## config.mk

```make
export PLATFORM = sky130hd
export DESIGN_NAME = window_range_tracker
export DESIGN_NICKNAME = d
export VERILOG_FILES = /design/src/rtl/range_tracker_pkg.sv /design/src/rtl/window_range_tracker_mm_merge.sv /design/src/rtl/window_range_tracker.sv
export SDC_FILE = /design/constraint.sdc
export NUM_CORES = 1
export LEC_CHECK = 0
export BUFFER_PORTS_ARGS = -buffer_cell sky130_fd_sc_hd__clkbuf_2
export CAP_MARGIN = 25
export CORE_MARGIN = 8
export CORE_UTILIZATION = 50
export CTS_CLUSTER_DIAMETER = 200
export DETAILED_ROUTE_END_ITERATION = 8
export GPL_TIMING_DRIVEN = 0
export PLACE_DENSITY = 0.74
export SLEW_MARGIN = 25
export SYNTH_ARGS = -nofsm -noshare
export SYNTH_HDL_FRONTEND = slang
export SYNTH_SLANG_ARGS = --single-unit
```

## constraint.sdc

```tcl
create_clock -name clk -period 3.9 [get_ports clk]
set_input_delay 0.39 -clock clk [delete_from_list [all_inputs] [get_ports clk]]
set_output_delay 0.39 -clock clk [all_outputs]
set_load 0.01 [all_outputs]
```

## src/rtl/range_tracker_pkg.sv

```systemverilog
// Shared types and helpers for the window range tracker.
package range_tracker_pkg;

    typedef enum logic {ST_ACCUM = 1'b0, ST_HOLD = 1'b1} rt_state_t;

    // Counter must hold 0..N-1 with headroom for the close compare.
    function automatic int cnt_width(input int n);
        return $clog2(n) + 1;
    endfunction

endpackage

```

## src/rtl/window_range_tracker_mm_merge.sv

```systemverilog
// Combinational fold of one (min, max) pair into the running window accumulators.
module mm_merge #(
    parameter int w = 2
) (
    input  logic [w-1:0] acc_min,
    input  logic [w-1:0] acc_max,
    input  logic [w-1:0] in_min,
    input  logic [w-1:0] in_max,
    input  logic         first,
    output logic [w-1:0] mrg_min,
    output logic [w-1:0] mrg_max,
    output logic         pair_err
);

    always_comb begin
        pair_err = in_min > in_max;
        // First pair of a window loads directly so stale accumulators never leak in.
        if (first) begin
            mrg_min = in_min;
            mrg_max = in_max;
        end else begin
            mrg_min = (in_min < acc_min) ? in_min : acc_min;
            mrg_max = (in_max > acc_max) ? in_max : acc_max;
        end
    end

endmodule

```

## src/rtl/window_range_tracker.sv

```systemverilog
// Folds N accepted (min, max) pairs into one window result with valid/ready output.
// Optional RANGE_TRACKER_SPAN_EN builds the registered win_max - win_min span.
module window_range_tracker
    import range_tracker_pkg::*;
#(
    parameter int w = 2,
    parameter int N = 4
) (
    input  logic         clk,
    input  logic         rst,
    input  logic         in_valid,
    input  logic [w-1:0] in_min,
    input  logic [w-1:0] in_max,
    output logic         in_ready,
    input  logic         out_ready,
    output logic         out_valid,
    output logic [w-1:0] win_min,
    output logic [w-1:0] win_max,
    output logic         win_err,
    output logic [w-1:0] win_span
);

    localparam int CW = cnt_width(N);

    rt_state_t     state, state_nxt;
    logic [CW-1:0] cnt;
    logic [w-1:0]  acc_min, acc_max, mrg_min, mrg_max;
    logic          acc_err, pair_err, err_nxt, first, last, accept;

    assign first  = cnt == '0;
    assign last   = cnt == CW'(N - 1);
    assign accept = in_valid && in_ready;
    assign err_nxt = first ? pair_err : (acc_err | pair_err);

    mm_merge #(.w(w)) u_merge (
        .acc_min (acc_min),
        .acc_max (acc_max),
        .in_min  (in_min),
        .in_max  (in_max),
        .first   (first),
        .mrg_min (mrg_min),
        .mrg_max (mrg_max),
        .pair_err(pair_err)
    );

    always_ff @(posedge clk or negedge rst) begin
        if (!rst) state <= ST_ACCUM;
        else      state <= state_nxt;
    end

    always_comb begin
        state_nxt = state;
        case (state)
            ST_ACCUM: if (accept && last) state_nxt = ST_HOLD;
            ST_HOLD:  if (out_ready)      state_nxt = ST_ACCUM;
            default:                      state_nxt = ST_ACCUM;
        endcase
    end

    always_comb begin
        in_ready  = rst && (state == ST_ACCUM);
        out_valid = state == ST_HOLD;
    end

    always_ff @(posedge clk or negedge rst) begin
        if (!rst) begin
            cnt     <= '0;
            acc_min <= '0;
            acc_max <= '0;
            acc_err <= 1'b0;
            win_min <= '0;
            win_max <= '0;
            win_err <= 1'b0;
        end else if (accept) begin
            acc_min <= mrg_min;
            acc_max <= mrg_max;
            acc_err <= err_nxt;
            if (last) begin
                cnt     <= '0;
                win_min <= mrg_min;
                win_max <= mrg_max;
                win_err <= err_nxt;
            end else begin
                cnt <= cnt + CW'(1);
            end
        end
    end

`ifdef RANGE_TRACKER_SPAN_EN
    // Wraps modulo 2^w; only meaningful when win_err is clear.
    always_ff @(posedge clk or negedge rst) begin
        if (!rst)                 win_span <= '0;
        else if (accept && last)  win_span <= mrg_max - mrg_min;
    end
`else
    assign win_span = '0;
`endif

endmodule

```

# After elaboration in Yosys (flattened, before gate mapping)
# Cells that the tools add are included.
# Widths: inputs -> output; s select.
# word_totals
latchBits	0
mem_count	0
ramBits	0
mem_bits_ro	0
out_inout_bits	9
ff_bits	14
in_bits	8
# classes
multipliers	0
bitwise_logic	2
shifts	0
muxes	9
div	0
add_sub_neg	1
reduce_logical	5
n_lt_le_gt_ge	3
eq_ne	1
# ops
op	count
$mux 2	4
$gt 2x2->1	2
$add 3x1->3 const B	1
$eq 3x2->1 const B	1
$logic_and 1x1->1	3
$logic_not 3->1	1
$mux 1	3
$mux 3	1
$lt 2x2->1	1
$pmux 1 s2	1
$reduce_and 2->1	1
$not 1->1	1
$or 1x1->1	1

# Longest topological paths before layout
# Gate-level depths: netlist (run 1).
# depth
depth_word	6
depth_mapped	7

# Modules after synthesis
# From an unflattened synthesis (run 1), not the netlist that was laid out.
# hier_totals
hier_cells	83
area_unflattened_um2	860.8
# by_module_without_submodules
module	area_each_um2	cells_each	seq_area_each_um2	n_inst
window_range_tracker	661.9	58	350.3	1
mm_merge	198.9	25	0.0	1

# Worst setup path after synthesis (run 1)
# Ideal clock, no wire load.
# synth_path
path_kind	input to register
startpoint	input port in_max[1]
endpoint	register win_max[0]
setup_ns	0.126
arrival_time_ns	1.391
path_stages	6
slack_ns	2.383
path_cell_list	inv_1 ha_1 or2b_4 a21boi_4 mux2i_1 a21oi_1
# synth_between
elab_chain_cells	3
# synth_rtl
element	line_no	source
start, declared	window_range_tracker.sv:13	input logic [w-1:0] in_max,
$gt 2x2->1	window_range_tracker_mm_merge.sv:23	mrg_max = (in_max > acc_max) ? in_max : acc_max;
$mux 2	window_range_tracker_mm_merge.sv:23	
$mux 2	window_range_tracker_mm_merge.sv:18	if (first) begin
end signal, assigned	window_range_tracker.sv:81	win_max <= mrg_max;
end, declared	window_range_tracker.sv:18	output logic [w-1:0] win_max,
# No other way between the ends.
# A chain may end at the register's enable or synchronous reset.

# Worst setup path in the final report (run 1)
# layout_path
startpoint	register cnt[0]
endpoint	register win_min[0]
# layout_between
elab_chain_cells	2
# layout_rtl
element	line_no	source
start, declared	window_range_tracker.sv:26	logic [CW-1:0] cnt;
start signal, assigned	window_range_tracker.sv:84	cnt <= cnt + CW'(1);
$eq 3x2->1 or $logic_not 3->1 (tied branches)	window_range_tracker.sv:31, window_range_tracker.sv:30	
$reduce_and 2->1 (no line) or $mux 2 (tied branches)	-	
end signal, assigned	window_range_tracker.sv:80	win_min <= mrg_min;
end, declared	window_range_tracker.sv:17	output logic [w-1:0] win_min,
# Several ways; a longest one is shown, not always the timed one.

==> impl_metrics.env, run 1 <==
export IMPL_status="complete, no violations"
export IMPL_start_kind="flop"
export IMPL_hold_viol=0
export IMPL_io_pins=17
export IMPL_totalPowerFinal_mw=0.614
export IMPL_place_area_um2=921
export IMPL_routedWlPerCell_um=12.7
export IMPL_synth_top_area_cell="dfrtp_1"
export IMPL_cts_buffers_inserted=3
export IMPL_synthAdderAreaFrac=0.136
export IMPL_postSynth_asyncResetShare=1.00
export IMPL_synth_cell_types=25
export IMPL_start_util=0.543
export IMPL_cts_hold_buffers=0
export IMPL_fin_nets=120
export IMPL_route_detailed_drc=0
export IMPL_io_buffers=14
export IMPL_n_fill_cell=133
export IMPL_synth_most_common_cell="dfrtp_1"
export IMPL_synth_ff_type="dfrtp_1"
export IMPL_synth_area_leaders="dfrtp_1 42%, ha_1 14%, o21ai_0 5.4%"
export IMPL_diodes=0
export IMPL_syn_avg_cell_area_um2=9.96
export IMPL_ys_top_cells_by_count="14 x dfrtp_1, 9 x ha_1, 9 x inv_1, 9 x nand2_1, 9 x o21ai_0"
export IMPL_setup_violations=0
export IMPL_synthCells=83
export IMPL_grt_overflow_total=0
export IMPL_place_hpwl_mm=1.19
export IMPL_hold_path_class="input port to async pin"
export IMPL_grt_pass1_vias=648
export IMPL_routed_via_density=5.16
export IMPL_synth_top_area_share=0.424
export IMPL_worstSetupPathType="flop to flop"
export IMPL_post_route_util=0.619
export IMPL_synth_area_um2=827
export IMPL_drt_iter0_markers=3
export IMPL_path_max_fanout=9
export IMPL_vias=604
export IMPL_synth_top_family_by_area="simple AND/OR/NAND/NOR gates"
export IMPL_die_w_um=56.7
export IMPL_cts_tree="yes"
export IMPL_grt_max_degree=17
export IMPL_tns_ns=0
export IMPL_synth_compound_area_share=0.148
export IMPL_drv_slew=0
export IMPL_fin_worst_skew_ns=0.00148
export IMPL_cts_root_buf="clkbuf_4"
export IMPL_first_pass_iters=4
export IMPL_cts_sinks=14
export IMPL_crit_path_end_kind="flop"
export IMPL_clockBufferDepth=2
export IMPL_die_area_mm2=0.00321
export IMPL_routabilityCongestion=0.705
export IMPL_ir_worst_vdd_mv=0.357
export IMPL_yosysSeqAreaShare=0.424
export IMPL_synthSimpleGateAreaFrac=0.153
export IMPL_antenna_found_initial=0
export IMPL_ys_warn_count=0
export IMPL_track_usage=0.102
export IMPL_cp_required_ns=4.06
export IMPL_period_share=0.399
export IMPL_rsz0062_at_grt="false"
export IMPL_period_needed_ns=1.56
export IMPL_drive_above_1_share=0.277
export IMPL_p_leak_nw=0.514
export IMPL_synthMuxAreaShare=0.0560
export IMPL_final_area_um2=943
export IMPL_antenna_left=0
export IMPL_fp_dieH_um=56.7
export IMPL_ys_ff_latch=14
export IMPL_synthXorXnorAreaFrac=0
export IMPL_clock_latency_ns=0.27
export IMPL_syn2layout_area_growth_pct=14.1
export IMPL_worstPathArrival_ns=1.72
export IMPL_grt_pass1_wl_mm=2.71
export IMPL_wl_mm=1.49
export IMPL_synth_edf_count=0
export IMPL_htreeDepth=1
export IMPL_drv_cap=0
export IMPL_cts_clk_slew_worst_paths_ns=0.08
export IMPL_powerDensity_mw_per_mm2=651
export IMPL_fmax_mhz=643
export IMPL_post_cts_buffers=0
export IMPL_core_area_mm2=0.00152
export IMPL_cts_resized=0
export IMPL_fp_row_count=14
export IMPL_whs_ns=0.0205
[through the flow]
stage	std cells	setup slack [ns]
2_1_floorplan	84	2.38
3_3_place_gp	114	2.18
3_5_place_dp	114	2.15
4_1_cts	117	2.34
5_1_grt	117	2.26
6_report	117	2.34
[report_power, final]
| part | total (mW) | internal, mW | switching, mW | leakage, nW |
|---|---|---|---|---|
| logic | 0.286 | 0.138 | 0.148 | 0.329 |
| clock network | 0.0805 | 0.0358 | 0.0447 | 0.0138 |
| registers | 0.248 | 0.209 | 0.0390 | 0.171 |
| total | 0.614 | 0.382 | 0.231 | 0.514 |
[cells in the final DEF (no fill, tap or decap), drive strengths merged]
cell type	synthesis	routed
a21oi	5	5
dfrtp	14	14
mux2i	2	2
nand3b	1	1
ha	9	9
a21boi	1	1
o31ai	1	1
o22ai	1	1
a31oi	2	2
nand2	9	9
inv	9	9
nor2b	2	2
nand2b	1	1
or2b	2	2
o21bai	1	1
clkbuf	0	17
conb	1	2
buf	4	4
o21ai	9	9
mux2	2	2
nor2	7	7
[worst max-delay path: stages (launching register included)]
cell,delay [ns]
dfrtp_1,0.40
ha_1,0.18
or2b_2,0.37
nor2_8,0.18
mux2_4,0.32
[sequential cells by signal, indices dropped and copies added (netlist names)]
register	flops
acc_err	1
acc_max	2
acc_min	2
cnt	3
out_valid	1
win_err	1
win_max	2
win_min	2
[layout make-up]
type | instances | area (um2) | area share
repair buffers | 14 | 70.1 | 0.0743
flip-flops and latches | 14 | 350 | 0.371
clock buffers | 3 | 22.5 | 0.0239
multi-input cells | 57 | 415 | 0.440
well taps | 16 | 20.0 | 0.0212
inverters | 9 | 33.8 | 0.0358
plain buffers | 4 | 31.3 | 0.0332
[path summary, 6_finish.rpt]
check / startpoint / to / slack (ns) / cells after the start
hold reg to reg: acc_max[1]$_DFFE_PN0P_ / acc_max[1]$_DFFE_PN0P_ / 0.51 / 2
max in group asynchronous: rst / win_max[0]$_DFFE_PN0P_ / 3.60 / 1
hold / removal: rst / acc_min[0]$_DFFE_PN0P_ / 0.02 / 1
min in group clk: out_ready / out_valid$_DFF_PN0_ / 0.29 / 2
setup / recovery: cnt[0]$_DFFE_PN0P_ / win_min[0]$_DFFE_PN0P_ / 2.34 / 4
setup reg to reg: cnt[0]$_DFFE_PN0P_ / win_min[0]$_DFFE_PN0P_ / 2.34 / 4
[cells by family after synthesis]
family,count (synthesis)
AOI/OAI and AO/OA,20
adders and majority gates,9
buffers and inverters,13
DFF,14
muxes,4
other,1
and+or+nand+nor,22
[metal layers]
metal / global-route usage / share of wire
met1: 0.122 / 0.47
met4: 0.0309 / 0.013
met5: 0 / 0
met3: 0.0404 / 0.051
met2: 0.161 / 0.46
No activity file was read; power rests on OpenSTA's default activity.
==> run 2: changes to the inputs <==
==> constraint.sdc (replaced) <==
create_clock -name clk -period 1.5 [get_ports clk]
set_input_delay 0.15 -clock clk [delete_from_list [all_inputs] [get_ports clk]]
set_output_delay 0.15 -clock clk [all_outputs]
set_load 0.01 [all_outputs]
==> run 2 against run 1 <==
Cell area grew 5.4%. Hold slack gained 0.030 ns. Combinational power grew to 2.8 times the previous value. Clock skew grew 0.0057 ns. Global-route usage grew 0.68 points. Sequential share of layout area shrank 1.9 points. Highest routed layer unchanged. Sequential power grew to 2.6 times the previous value. Critical path type unchanged. Sequential cell count is the same. Die area is the same.
==> impl_metrics.env, run 2 (synthesized netlist as in run 1, its figures left out) <==
export IMPL_path_max_fanout=4
export IMPL_min_path_cells=2
export IMPL_place_area_um2=921
export IMPL_io_buffers=14
export IMPL_pwr_share_seq=0.389
export IMPL_grt_overflow_total=0
export IMPL_p_sw_mw=0.629
export IMPL_routedWlPerCell_um=13.3
export IMPL_cts_clk_slew_worst_paths_ns=0.09
export IMPL_r2r_worst_path_cells=4
export IMPL_start_kind="flop"
export IMPL_cts_buffers_inserted=3
export IMPL_intPower_mw=1.04
export IMPL_rsz0062_at_grt="true"
export IMPL_fin_nets=124
export IMPL_drive_above_1_share=0.333
export IMPL_routabilityCongestion=0.705
export IMPL_fp_dieH_um=56.7
export IMPL_grt_pass1_vias=661
export IMPL_layout_common_cells="14 x dfrtp_1, 14 x clkbuf_2, 9 x nand2_1, 9 x o21ai_0, 8 x ha_1"
export IMPL_comb_power_share=0.483
export IMPL_place_hpwl_mm=1.19
export IMPL_largest_register="cnt"
export IMPL_tns_ns=0
export IMPL_fin_worst_skew_ns=0.00721
export IMPL_routed_via_density=5.16
export IMPL_grt_max_degree=15
export IMPL_antenna_left=0
export IMPL_status="complete, no violations"
export IMPL_p_leak_nw=0.534
export IMPL_syn2layout_area_growth_pct=20.3
export IMPL_die_w_um=56.7
export IMPL_clockBufferDepth=2
export IMPL_worstSetupPathType="flop to flop"
export IMPL_whs_ns=0.0502
export IMPL_n_fill_cell=135
export IMPL_antenna_found_initial=0
export IMPL_grt_pass1_wl_mm=2.87
export IMPL_largest_register_ffs=3
export IMPL_cp_slowest_cell="dfrtp_1"
export IMPL_period_needed_ns=1.47
export IMPL_powerDensity_mw_per_mm2=1670
export IMPL_core_area_mm2=0.00152
export IMPL_worstPathArrival_ns=1.64
export IMPL_fmax_mhz=679
export IMPL_vias=624
export IMPL_drv_slew=0
export IMPL_worst_pin_slew_ns=0.632
export IMPL_diodes=0
export IMPL_cp_required_ns=1.66
export IMPL_period_share=0.982
export IMPL_htreeDepth=1
export IMPL_crit_path_max_incr_delay_ns=0.42
export IMPL_ir_worst_vdd_mv=0.915
export IMPL_track_usage=0.109
export IMPL_swShare=0.378
export IMPL_path_cells="ha_1 -> or2b_4 -> nor2_8 -> mux2_4"
export IMPL_final_area_um2=995
export IMPL_cts_tree="yes"
export IMPL_crit_path_end_kind="flop"
export IMPL_setup_violations=0
export IMPL_clock_latency_ns=0.28
export IMPL_first_pass_iters=4
export IMPL_start_util=0.543
export IMPL_io_pins=17
export IMPL_cts_sinks=14
export IMPL_route_detailed_drc=0
export IMPL_relSlewSlack=0.577
export IMPL_die_area_mm2=0.00321
export IMPL_fp_row_count=14
export IMPL_hold_viol=0
export IMPL_drt_iter0_markers=11
export IMPL_hold_path_class="input port to flop"
export IMPL_drv_cap=0
export IMPL_cts_root_buf="clkbuf_4"
export IMPL_wl_mm=1.61
export IMPL_clockPowerShare=0.128
run 2: final timing paths:
check                               startpoint                      to  slack (ns)
min                                  out_ready     out_valid$_DFF_PN0_        0.05
min reg2reg                acc_err$_DFFE_PN0P_     acc_err$_DFFE_PN0P_        0.51
max reg2reg                 cnt[0]$_DFFE_PN0P_  win_min[0]$_DFFE_PN0P_        0.03
min in group asynchronous                  rst     win_err$_DFFE_PN0P_        0.48
max in group asynchronous                  rst  acc_min[0]$_DFFE_PN0P_        0.61
max                         cnt[0]$_DFFE_PN0P_  win_min[0]$_DFFE_PN0P_        0.03
run 2: what timing repair did:
action                                  4_1_cts  5_1_grt
gates cloned                                  0        0
buffers inserted                              3        0
pin swaps                                     2        0
hold buffers                                  1        0
endpoints found under the setup margin        2        3
gates resized for setup                       2        3
hold endpoints to repair                     14        0
run 2: worst max-delay path: cells and delay by family, from the launching register on:
kind	cells	cell delay (ns)
adder cells (fa/ha/maj)	1	0.18
multiplexers	1	0.31
flip-flops	1	0.42
AND/OR/NAND/NOR	2	0.45
run 2: area by class of cell:
cell class	instances	area, um2	area share
buffer	4	31.3	0.0314
clock buffer	3	22.5	0.0226
inverter	9	33.8	0.0340
multi-input combinational	57	434	0.436
sequential	14	350	0.352
tap	16	20.0	0.0201
timing repair buffer	18	103	0.103
run 2: layer usage:
metal,GRT usage,part of all wire
met2,0.174,0.48
met5,0,0
met3,0.0404,0.045
met1,0.131,0.46
met4,0.0309,0.011
run 2: metrics by stage:
step,setup WS [ns],std cells,power (mW),utilization
after floorplan,0.0514,84,1.19,-
after global placement,-0.0112,114,1.36,0.604
after detailed placement,-0.0310,114,1.41,0.604
after CTS,0.00969,121,1.66,0.650
after global routing,-0.0433,121,1.81,0.653
final,0.0274,121,1.66,0.653
run 2: power by group through the flow:
stage / sequential [mW] / clock [mW] / combinational [mW]
global route: 0.670 / 0.239 / 0.902
global placement: 0.639 / 0 / 0.721
floorplan: 0.665 / 0 / 0.527
detailed placement: 0.652 / 0 / 0.756
CTS: 0.645 / 0.216 / 0.803
finish: 0.648 / 0.213 / 0.803
==> run 3: changes to the inputs <==
--- a/config.mk
+++ b/config.mk
@@ -5,6 +5,7 @@
 export SDC_FILE = /design/constraint.sdc
 export NUM_CORES = 1
 export LEC_CHECK = 0
+export ABC_AREA = 1
 export BUFFER_PORTS_ARGS = -buffer_cell sky130_fd_sc_hd__clkbuf_2
 export CAP_MARGIN = 25
 export CORE_MARGIN = 8
@@ -12,8 +13,7 @@
 export CTS_CLUSTER_DIAMETER = 200
 export DETAILED_ROUTE_END_ITERATION = 8
 export GPL_TIMING_DRIVEN = 0
-export PLACE_DENSITY = 0.74
-export SLEW_MARGIN = 25
+export PLACE_DENSITY = 0.73
 export SYNTH_ARGS = -nofsm -noshare
 export SYNTH_HDL_FRONTEND = slang
 export SYNTH_SLANG_ARGS = --single-unit
==> run 3 against run 2 <==
Sequential share of layout area is essentially flat. Non-clock buffer count shrank 4. Count of clock-buffer cells in the layout is the same. Via count grew 3.7%. Clock power shrank 3%. Routed wire length shrank 3.7%. Combinational power shrank 12%. Utilization shrank 5.6 points. Total power shrank 8.9%. Critical path type unchanged. Largest power group unchanged. Highest routed layer unchanged.
==> impl_metrics.env, run 3 <==
export IMPL_diodes=0
export IMPL_crit_path_max_incr_delay_ns=0.37
export IMPL_grt_max_degree=15
export IMPL_whs_ns=0.0608
export IMPL_cts_root_buf="clkbuf_4"
export IMPL_syn_avg_cell_area_um2=8.27
export IMPL_clock_latency_ns=0.27
export IMPL_place_area_um2=963
export IMPL_crit_top_cell="nand2_1"
export IMPL_routed_via_density=4.59
export IMPL_synth_area_um2=868
export IMPL_final_area_um2=996
export IMPL_synthXorXnorAreaFrac=0
export IMPL_track_usage=0.101
export IMPL_grt_overflow_total=0
export IMPL_met2_usage=0.151
export IMPL_cts_clk_slew_worst_paths_ns=0.08
export IMPL_synth_ff_type="dfrtp_1"
export IMPL_postSynth_asyncResetShare=1.00
export IMPL_cts_sinks=14
export IMPL_synthAdderAreaFrac=0.130
export IMPL_htreeDepth=1
export IMPL_io_buffers=14
export IMPL_worst_pin_slew_ns=0.644
export IMPL_tns_ns=0
export IMPL_ir_worst_vdd_mv=0.853
export IMPL_drt_iter0_markers=6
export IMPL_fmax_mhz=744
export IMPL_routedWlPerCell_um=11.0
export IMPL_syn2layout_area_growth_pct=14.7
export IMPL_critPathBufInv=1
export IMPL_vias=647
export IMPL_grt_pass1_wl_mm=2.62
export IMPL_start_util=0.520
export IMPL_hold_viol=0
export IMPL_die_w_um=57.7
export IMPL_rsz0062_at_grt="false"
export IMPL_final_common_cell="nand2_1"
export IMPL_synth_most_common_cell="nand2_1"
export IMPL_ys_ff_latch=14
export IMPL_path_max_fanout=3
export IMPL_start_kind="flop"
export IMPL_drive_above_1_share=0.266
export IMPL_synth_top_area_share=0.403
export IMPL_layout_common_cells="32 x nand2_1, 18 x inv_1, 14 x dfrtp_1, 14 x clkbuf_2, 9 x ha_1"
export IMPL_synth_compound_area_share=0.0764
export IMPL_powerDensity_mw_per_mm2=1520
export IMPL_period_share=0.896
export IMPL_synth_cell_types=19
export IMPL_path_cells="inv_1 -> ha_1 -> o21ai_0 -> nand2_1 -> nand2_1 -> nand2_1 -> nand3_1 -> nand2_1"
export IMPL_met1_usage=0.120
export IMPL_io_pins=17
export IMPL_period_needed_ns=1.34
export IMPL_yosysSeqAreaShare=0.403
export IMPL_worstPathArrival_ns=1.51
export IMPL_routabilityCongestion=0.797
export IMPL_cts_tree="yes"
export IMPL_use_met3=0.0353
export IMPL_drv_slew=0
export IMPL_ys_top_cells_by_count="32 x nand2_1, 18 x inv_1, 14 x dfrtp_1, 9 x ha_1, 5 x nand3_1"
export IMPL_setup_violations=0
export IMPL_route_detailed_drc=0
export IMPL_hold_path_class="input port to flop"
export IMPL_synthCells=105
export IMPL_synth_top_area_cell="dfrtp_1"
export IMPL_largest_register="cnt"
export IMPL_synth_edf_count=0
export IMPL_ys_warn_count=0
export IMPL_synthSimpleGateAreaFrac=0.252
export IMPL_synthMuxAreaShare=0
export IMPL_fp_row_count=15
export IMPL_post_cts_buffers=0
export IMPL_first_pass_iters=4
export IMPL_cts_buffers_inserted=3
export IMPL_largest_register_ffs=3
export IMPL_crit_family="flip-flops"
export IMPL_synth_area_leaders="dfrtp_1 40%, nand2_1 14%, ha_1 13%"
export IMPL_grt_pass1_vias=615
export IMPL_fin_nets=143
export IMPL_synth_top_family_by_area="simple AND/OR/NAND/NOR gates"
export IMPL_fin_worst_skew_ns=0.00433
export IMPL_antenna_left=0
export IMPL_clockBufferDepth=2
export IMPL_die_area_mm2=0.00333
export IMPL_busiest_layer="met2"
export IMPL_cp_required_ns=1.66
export IMPL_worstSetupPathType="flop to flop"
export IMPL_place_hpwl_mm=1.26
export IMPL_relSlewSlack=0.569
export IMPL_wl_mm=1.55
export IMPL_crit_path_end_kind="flop"
export IMPL_p_leak_nw=0.580
export IMPL_drv_cap=0
export IMPL_antenna_found_initial=0
export IMPL_cp_slowest_cell="dfrtp_1"
export IMPL_core_area_mm2=0.00167
export IMPL_status="complete, no violations"
export IMPL_fp_dieH_um=57.7
## run 3: cell types whose count changed after synthesis, moves of 3 or more
| cell | previous run | this run |
|---|---|---|
| o21ai_0 | 9 | 4 |
| nor2_1 | 6 | 2 |
| nand2_1 | 9 | 32 |
| a21oi_1 | 5 | 0 |
| o21ai_1 | 0 | 4 |
| nand3_1 | 0 | 5 |
| o21ai_2 | 0 | 3 |
| inv_1 | 9 | 18 |
## run 3: area by class of cell
class | instances | area, um2
plain buffers | 3 | 35.0
clock buffers | 3 | 22.5
fillers | 144 | 674
inverters | 21 | 81.3
multi-input cells | 68 | 405
flip-flops and latches | 14 | 350
well taps | 17 | 21.3
repair buffers | 15 | 80.1
## run 3: stage by stage
step           setup WS [ns]  total power, mW  std cells   util
2_1_floorplan          0.252             1.12        106      -
3_3_place_gp           0.192             1.28        137  0.577
3_5_place_dp           0.158             1.32        137  0.577
4_1_cts                0.144             1.53        141  0.596
5_1_grt               0.0658             1.66        141  0.596
6_report               0.156             1.52        141  0.596
## run 3: repair_timing
item                                   in CTS  in global routing
endpoints found under the hold margin      14                  0
gates resized for setup                     0                  0
hold buffers                                1                  0
## run 3: per-layer routing
metal	routed length, um	vias up
li1	-	353
met1	719	275
met2	677	17
met3	136	2
met4	19	0
met5	0	-
## run 3: power by group
| part | switching, mW | internal [mW] | total (mW) |
|---|---|---|---|
| clock | 0.113 | 0.0928 | 0.206 |
| sequential | 0.0772 | 0.525 | 0.602 |
| combinational | 0.427 | 0.280 | 0.708 |
| total | 0.618 | 0.898 | 1.52 |
## run 3: worst paths after layout
path	start	to	slack, ns	cells past startpoint
hold reg to reg	win_max[1]$_DFFE_PN0P_	win_max[1]$_DFFE_PN0P_	0.49	2
min in group asynchronous	rst	acc_err$_DFFE_PN0P_	0.45	2
setup / recovery	acc_max[1]$_DFFE_PN0P_	win_max[0]$_DFFE_PN0P_	0.16	8
hold / removal	out_ready	out_valid$_DFF_PN0_	0.06	2
setup reg to reg	acc_max[1]$_DFFE_PN0P_	win_max[0]$_DFFE_PN0P_	0.16	8
max in group asynchronous	rst	acc_min[1]$_DFFE_PN0P_	0.63	2
## run 3: cells by family after synthesis
kind of cell | Yosys count
adder cells (fa/ha/maj) | 9
other | 1
AND/OR/NAND/NOR | 46
AO/OA/AOI/OAI | 11
buffers and inverters | 24
flip-flops | 14
